$ cat src/rtl/motion_tracker.sv
// Motor-action sequencer for the wall-following robot: turns front/rotate commands into timed
// forward moves or clockwise turns, drives the motors and keeps the robot pose up to date.
module motion_tracker #(
    parameter int W           = 8,
    parameter int STEP_CYCLES = 4,
    parameter int TURN_CYCLES = 2,
    parameter int X0          = 0,
    parameter int Y0          = 0,
    parameter int DIR0        = 0
) (
    input  logic         clk,
    input  logic         rst_n,
    input  logic         front,
    input  logic         rotate,
    output logic [1:0]   drive_l,
    output logic [1:0]   drive_r,
    output logic         busy,
    output logic         done,
    output logic [W-1:0] x,
    output logic [W-1:0] y,
    output logic [1:0]   heading,
    output logic [15:0]  move_count
);

    localparam int MAXC = (STEP_CYCLES > TURN_CYCLES) ? STEP_CYCLES : TURN_CYCLES;
    localparam int CW   = (MAXC > 1) ? $clog2(MAXC) : 1;

    localparam logic [1:0] DRV_STOP = 2'b00;
    localparam logic [1:0] DRV_FWD  = 2'b01;
    localparam logic [1:0] DRV_REV  = 2'b10;

    typedef enum logic [1:0] {IDLE, MOVING, TURNING} state_t;

    state_t         r_state, w_state;
    logic [CW-1:0]  r_cnt, w_cnt;
    logic [1:0]     r_driveL, w_driveL;
    logic [1:0]     r_driveR, w_driveR;
    logic           r_busy, w_busy;
    logic           r_done, w_done;
    logic [W-1:0]   r_x, w_x;
    logic [W-1:0]   r_y, w_y;
    logic [1:0]     r_heading, w_heading;
    logic [15:0]    r_moveCount, w_moveCount;

    always_ff @(posedge clk or negedge rst_n) begin
        if (!rst_n) begin
            r_state     <= IDLE;
            r_cnt       <= '0;
            r_driveL    <= DRV_STOP;
            r_driveR    <= DRV_STOP;
            r_busy      <= 1'b0;
            r_done      <= 1'b0;
            r_x         <= W'(X0);
            r_y         <= W'(Y0);
            r_heading   <= 2'(DIR0);
            r_moveCount <= '0;
        end else begin
            r_state     <= w_state;
            r_cnt       <= w_cnt;
            r_driveL    <= w_driveL;
            r_driveR    <= w_driveR;
            r_busy      <= w_busy;
            r_done      <= w_done;
            r_x         <= w_x;
            r_y         <= w_y;
            r_heading   <= w_heading;
            r_moveCount <= w_moveCount;
        end
    end

    // Every output is computed here one cycle ahead, so the pose update and done pulse share the closing edge.
    always_comb begin
        w_state     = r_state;
        w_cnt       = r_cnt;
        w_driveL    = r_driveL;
        w_driveR    = r_driveR;
        w_busy      = r_busy;
        w_done      = 1'b0;
        w_x         = r_x;
        w_y         = r_y;
        w_heading   = r_heading;
        w_moveCount = r_moveCount;

        case (r_state)
            IDLE: begin
                w_driveL = DRV_STOP;
                w_driveR = DRV_STOP;
                w_busy   = 1'b0;
                if (rotate) begin
                    w_state  = TURNING;
                    w_cnt    = CW'(TURN_CYCLES - 1);
                    w_driveL = DRV_FWD;
                    w_driveR = DRV_REV;
                    w_busy   = 1'b1;
                end else if (front) begin
                    w_state  = MOVING;
                    w_cnt    = CW'(STEP_CYCLES - 1);
                    w_driveL = DRV_FWD;
                    w_driveR = DRV_FWD;
                    w_busy   = 1'b1;
                end
            end

            MOVING: begin
                if (r_cnt != '0) begin
                    w_cnt = r_cnt - CW'(1);
                end else begin
                    w_state  = IDLE;
                    w_driveL = DRV_STOP;
                    w_driveR = DRV_STOP;
                    w_busy   = 1'b0;
                    w_done   = 1'b1;
                    case (r_heading)
                        2'd0:    w_y = r_y + W'(1);
                        2'd1:    w_x = r_x + W'(1);
                        2'd2:    w_y = r_y - W'(1);
                        default: w_x = r_x - W'(1);
                    endcase
                    if (r_moveCount != 16'hFFFF) begin
                        w_moveCount = r_moveCount + 16'd1;
                    end
                end
            end

            TURNING: begin
                if (r_cnt != '0) begin
                    w_cnt = r_cnt - CW'(1);
                end else begin
                    w_state   = IDLE;
                    w_driveL  = DRV_STOP;
                    w_driveR  = DRV_STOP;
                    w_busy    = 1'b0;
                    w_done    = 1'b1;
                    w_heading = r_heading + 2'd1;
                end
            end

            default: begin
                w_state  = IDLE;
                w_driveL = DRV_STOP;
                w_driveR = DRV_STOP;
                w_busy   = 1'b0;
            end
        endcase
    end

    assign drive_l    = r_driveL;
    assign drive_r    = r_driveR;
    assign busy       = r_busy;
    assign done       = r_done;
    assign x          = r_x;
    assign y          = r_y;
    assign heading    = r_heading;
    assign move_count = r_moveCount;

endmodule

$ cat config.mk
export PLATFORM = sky130hd
export DESIGN_NAME = motion_tracker
export DESIGN_NICKNAME = d
export VERILOG_FILES = /design/src/rtl/motion_tracker.sv
export SDC_FILE = /design/constraint.sdc
export NUM_CORES = 1
export LEC_CHECK = 0
export CORE_ASPECT_RATIO = 0.75
export CORE_MARGIN = 2
export CORE_UTILIZATION = 30
export CTS_BUF_LIST = sky130_fd_sc_hd__clkbuf_8 sky130_fd_sc_hd__clkbuf_16
export DETAILED_ROUTE_END_ITERATION = 16
export PLACE_DENSITY = 0.57
export SLEW_MARGIN = 5
export SYNTH_ARGS = -nofsm -noshare
export SYNTH_HDL_FRONTEND = slang
export SYNTH_SLANG_ARGS = --single-unit
export TNS_END_PERCENT = 100
$ cat constraint.sdc
create_clock -name clk -period 2.1 [get_ports clk]
set_input_delay 0.21 -clock clk [delete_from_list [all_inputs] [get_ports clk]]
set_output_delay 0.21 -clock clk [all_outputs]
set_load 0.05 [all_outputs]
Word level (Yosys, flattened, before mapping)
Index checks and enable logic that the tools add are counted.
{"block": "word_totals", "register_bits": 44, "wordCells": 61, "output_inout_bits": 40, "inputBits": 4}
{"block": "op_classes", "mux": 21, "eq_ne": 8, "reduce_logical": 13, "add_sub_neg": 7, "bitwise_logic": 2}
{"op": "$pmux W8 S2", "n": 2}
{"op": "$add A16 B1 Y16 const B", "n": 1}
{"op": "$add A8 B1 Y8 const B", "n": 2}
{"op": "$ne A16 B16 Y1 const B", "n": 1}
{"op": "$pmux W2 S2", "n": 4}
{"op": "$sub A8 B1 Y8 const B", "n": 2}
{"op": "$mux W2", "n": 7}
{"op": "$reduce_and A3 Y1", "n": 4}
{"op": "$mux W1", "n": 7}
{"op": "$reduce_bool A2 Y1", "n": 3}
{"op": "$eq A2 B1 Y1 const B", "n": 2}
{"op": "$eq A2 B2 Y1 const B", "n": 2}
{"op": "$logic_not A2 Y1", "n": 2}
{"op": "$reduce_and A2 Y1", "n": 2}
{"op": "$reduce_or A2 Y1", "n": 2}
{"op": "$ne A3 B3 Y1 const B", "n": 1}
{"op": "$add A2 B1 Y2 const B", "n": 1}
{"op": "$ne A2 B1 Y1 const B", "n": 1}
{"op": "$ne A2 B2 Y1 const B", "n": 1}
{"op": "$not A1 Y1", "n": 2}
{"op": "$pmux W1 S2", "n": 1}
{"op": "$sub A2 B1 Y2 const B", "n": 1}

Longest topological paths before layout
{"block": "depth", "ltp_word": 4, "mapped_depth": 10, "mapped_depth_nobuf": 9}

Worst setup path after synthesis
No wires, ideal clock.
{"block": "synth_timing", "path_kind": "flip-flop to flip-flop", "start": "reg r_heading[0], in the netlist heading[0]", "end": "reg r_y[4], in the netlist y[4]", "setup_slack_ps": -482, "path_stages_with_launch": 11, "n_path_buf": 1, "setup_ps": 132, "arrival_time_ps": 2450, "synth_period_minus_slack_ps": 2582, "required_ps": 1968, "path_cell_list": "dfrtp_1 inv_1 ha_1 clkbuf_1 xor2_1 ha_1 or3b_1 a21oi_1 a21oi_1 mux2i_1 xnor2_1"}
{"block": "synth_via", "elab_chain_cells": 3, "word_cells_on_any_way": 5, "classes_between": "eq/ne: 1; mux: 1; reduce/logical: 3"}
{"item": "start: declaration", "line_no": "42", "text": "logic [1:0] r_heading, w_heading;"}
{"item": "start signal: assignment", "line_no": "55", "text": "r_heading <= 2'(DIR0);"}
{"item": "start signal: assignment", "line_no": "66", "text": "r_heading <= w_heading;"}
{"item": "$eq A2 B2 Y1 / $logic_not A2 Y1 (equally long branches)", "line_no": "113", "text": "case (r_heading)"}
{"item": "$reduce_bool A2 Y1 (no source line)"}
{"item": "$reduce_and A3 Y1 (no source line)"}
{"item": "end signal: assignment", "line_no": "54", "text": "r_y <= W'(Y0);"}
{"item": "end signal: assignment", "line_no": "65", "text": "r_y <= w_y;"}
{"item": "end: declaration", "line_no": "41", "text": "logic [W-1:0] r_y, w_y;"}
Several ways; a longest one is shown, not always the timed one.
A chain may end at the register's enable or synchronous reset.

Final worst setup path
{"block": "layout_timing", "start": "reg r_heading[1], in the netlist heading[1]", "end": "reg r_x[7], in the netlist x[7]"}
{"block": "layout_via", "elab_chain_cells": 4, "word_cells_on_any_way": 7, "classes_between": "eq/ne: 2; mux: 1; bitwise: 1; reduce/logical: 3"}
{"item": "$eq A2 B2 Y1 / $logic_not A2 Y1 (equally long branches)", "line_no": "113"}
{"item": "$reduce_or A2 Y1 (no source line)"}
{"item": "$not A1 Y1 (no source line)"}
{"item": "$reduce_and A3 Y1 (no source line)"}
{"item": "end signal: assignment", "line_no": "53", "text": "r_x <= W'(X0);"}
{"item": "end signal: assignment", "line_no": "64", "text": "r_x <= w_x;"}
{"item": "end: declaration", "line_no": "40", "text": "logic [W-1:0] r_x, w_x;"}
Several ways; a longest one is shown, not always the timed one.

==> impl_metrics.json <==
{
  "crit_required_ns": 2.28,
  "yosys.area_share.simple_pct": 16.9,
  "finalSetupViolations": 0,
  "die_h_um": 84.2,
  "arrival_ns": 2.26,
  "ys_warn_count": 0,
  "rows": 29,
  "routed_wl_mm": 6.01,
  "synth_top_area_cell": "dfrtp_1",
  "port_buffers": 42,
  "netlist_area_um2": 2570,
  "place_ws_ns": -0.0529,
  "hold_path.class": "input port to async pin",
  "crit_chain": "inv_2, ha_4, inv_8, ha_4, a211oi_2, o211ai_1, nand3_1, or3b_1, xnor2_1",
  "io_pins": 44,
  "crit_slowest_cell": "dfrtp_2",
  "syn_inst": 266,
  "finalHoldViolations": 0,
  "fin_skew_ns": 0.00411,
  "place_hpwl_mm": 4.37,
  "met3_length_um": 220,
  "nets": 349,
  "cts_root_buf": "clkbuf_16",
  "whs_ns": 0.344,
  "cp_common_cell": "ha_4",
  "seq_area_frac_synth_pct": 40.9,
  "powerDensity_nw_per_um2": 1620,
  "worstSetupPathType": "register to register",
  "cp-start-kind": "register",
  "first_global_vias": 2132,
  "ys_seq_elements": 42,
  "status": "complete, no violations",
  "antenna_found_initial": 0,
  "synth_top_family_by_area": "simple AND/OR/NAND/NOR gates",
  "die_x_um": 111,
  "cp-end-kind": "register",
  "avgSynthCellArea_um2": 9.67,
  "cts_max_path_buffers": 2,
  "synth_compound_area_share_pct": 15.2,
  "timing.final.ws_setup_ns": 0.0146,
  "synth_ff_type": "dfrtp_1",
  "place.gp.congestion": 0.800,
  "leakage_nw": 1.52,
  "ir_drop_mv": 0.665,
  "synthArstFlopShare_pct": 100,
  "routed-wl-met2_mm": 2.66,
  "synth.most_common_cell": "dfrtp_1",
  "grt_overflow": 0,
  "ys_types": 54,
  "postRouteAntennaNets": 0,
  "clock_sinks": 42,
  "tightest_slew_ns": 0.528,
  "synth_common_cells": "dfrtp_1 (42), nor2_1 (20), a21oi_1 (18), nand2_1 (18), xnor2_1 (17)",
  "syn-num-nets": 287,
  "tritoncts.num_buffers": 5,
  "drt_first_pass_iters": 4,
  "drt-initial-drc-count": 59,
  "drc": 0,
  "htree_levels": 2,
  "dr.max_layer_used": "met4",
  "fill_cells": 818,
  "worstSkewPairLatency_ns": 0.29,
  "report.final.slew_viol_count": 0,
  "area_delta_synth_final_pct": 37.0,
  "ys_top_cells_by_area": "dfrtp_1 (41%), ha_1 (7.8%), xnor2_1 (5.8%), xor2_1 (4.4%), a21oi_1 (3.5%)",
  "core_um2": 8380,
  "tritoncts": "done",
  "start_util_pct": 30.7,
  "synth_adder_area_share_pct": 8.56,
  "routedWlPerCell_um": 13.7,
  "grt_pass1_wl_mm": 10.5,
  "netlist.area_leader.share_pct": 40.9,
  "muxShareOfSynthArea_pct": 2.97,
  "worstPathMaxFanout": 8,
  "n_antenna_cell": 0,
  "route.layer.met1.wl_mm": 3.05,
  "layout_min_cycle_time_ns": 2.09,
  "cap_violations": 0,
  "vias_per_cell": 4.91,
  "period_share_pct": 99.3,
  "final_cells": 437,
  "dp.cells": 421,
  "r2r_start": "heading[1]$_DFFE_PN0P_",
  "drive_above_1_share_pct": 18.2,
  "die_area_um2": 9340,
  "num_vias": 2145,
  "rsz0062_at_grt": "true",
  "maxSlewHeadroom_pct": 64.7,
  "gr-usage-all-layers_pct": 13.8,
  "fmax_mhz": 480,
  "setup_tns_ns": 0,
  "max_stage_delay_ns": 0.44,
  "synth-xor-area-share_pct": 10.2,
  "grt_max_degree": 17,
  "synth_edf_count": 0,
  "clk_pin_slew_worst_paths_ns": 0.07,
  "critPathLaunch": "heading[1]$_DFFE_PN0P_"
}
## sequential cells by signal, indices dropped and copies added (netlist names)
name	count
done	1
r_cnt	2
move_count	16
y	8
drive_l	1
heading	2
drive_r	2
x	8
r_state	2
## metrics by stage
stage / area [um^2] / util (%) / total power [mW]
after floorplan: 2650 / - / 3.72
after global placement: 3240 / 38.7 / 4.59
after detailed placement: 3240 / 38.7 / 4.64
after CTS: 3470 / 41.4 / 5.59
after global routing: 3520 / 42.0 / 6.13
final: 3520 / 42.0 / 5.69
## layer usage
| layer | track usage (%) | vias up |
|---|---|---|
| met5 | 0 | - |
| met4 | 4.43 | 0 |
| met3 | 3.10 | 6 |
| met2 | 20.9 | 38 |
| met1 | 19.6 | 1031 |
| li1 | - | 1070 |
## final cells by class
type	count	area [um^2]	share of cell area, %
repair buffers	67	606	17.2
clock buffers	5	125	3.55
flip-flops and latches	42	1050	29.9
clock inverters	3	25.0	0.710
multi-input cells	199	1510	42.8
well taps	108	135	3.84
inverters	13	71.3	2.02
## power breakdown
group          internal, mW  total (mW)  switching [mW]
Clock                 0.448       0.809           0.362
Combinational          1.52        3.56            2.04
Sequential             1.05        1.32           0.273
## logic make-up after synthesis
group | after synthesis
buffers and inverters | 25
AOI/OAI and AO/OA | 61
and+or+nand+nor | 83
muxes | 7
other | 1
adders and majority gates | 17
xor gates and xnor gates | 30
DFF | 42
## worst paths after layout
| path | to | slack [ns] | cells after the start |
|---|---|---|---|
| worst min register to register | drive_r[1]$_DFFE_PN0P_ | 0.48 | 2 |
| max in group asynchronous | heading[0]$_DFFE_PN0P_ | 1.23 | 3 |
| worst min-delay path | drive_r[1]$_DFFE_PN0P_ | 0.34 | 2 |
| worst max-delay path | x[7]$_DFFE_PN0P_ | 0.01 | 9 |
| worst max register to register | x[7]$_DFFE_PN0P_ | 0.01 | 9 |
| min in group clk | drive_r[1]$_DFFE_PN0P_ | 0.48 | 2 |
## critical path: cells and delay by family (launching register included)
kind | cells | cell delay [ns]
buf+inv | 2 | 0.15
flops | 1 | 0.44
xor+xnor | 1 | 0.13
compound gates | 2 | 0.40
fa+ha+maj | 2 | 0.39
simple gates | 2 | 0.45
## layout by cell type, fill, tap and decap left out, types with 3 or more instances in the layout
master / n
nand4_1: 8
dfrtp_2: 3
clkdlybuf4s50_1: 41
a21oi_2: 4
nor2_1: 20
o21ai_1: 11
o21ai_0: 4
nand2_1: 18
nor2b_1: 3
ha_2: 3
nor3_1: 6
buf_4: 24
ha_1: 7
ha_4: 6
xnor2_1: 17
clkbuf_16: 5
inv_1: 8
a21o_1: 3
a21oi_1: 14
mux2_1: 4
xor2_1: 12
a41o_1: 3
nand3_1: 8
dfrtp_1: 39
or3b_1: 3
o211ai_1: 4
## what timing repair did
item | in CTS | in global routing
endpoints found under the hold margin | 11 | 0
hold buffers | 1 | 0
pin swaps | 5 | 12
buffers inserted | 5 | 2
endpoints found under the setup margin | 4 | 5
resized for setup | 6 | 8
Power figures use the tool's default switching activity.
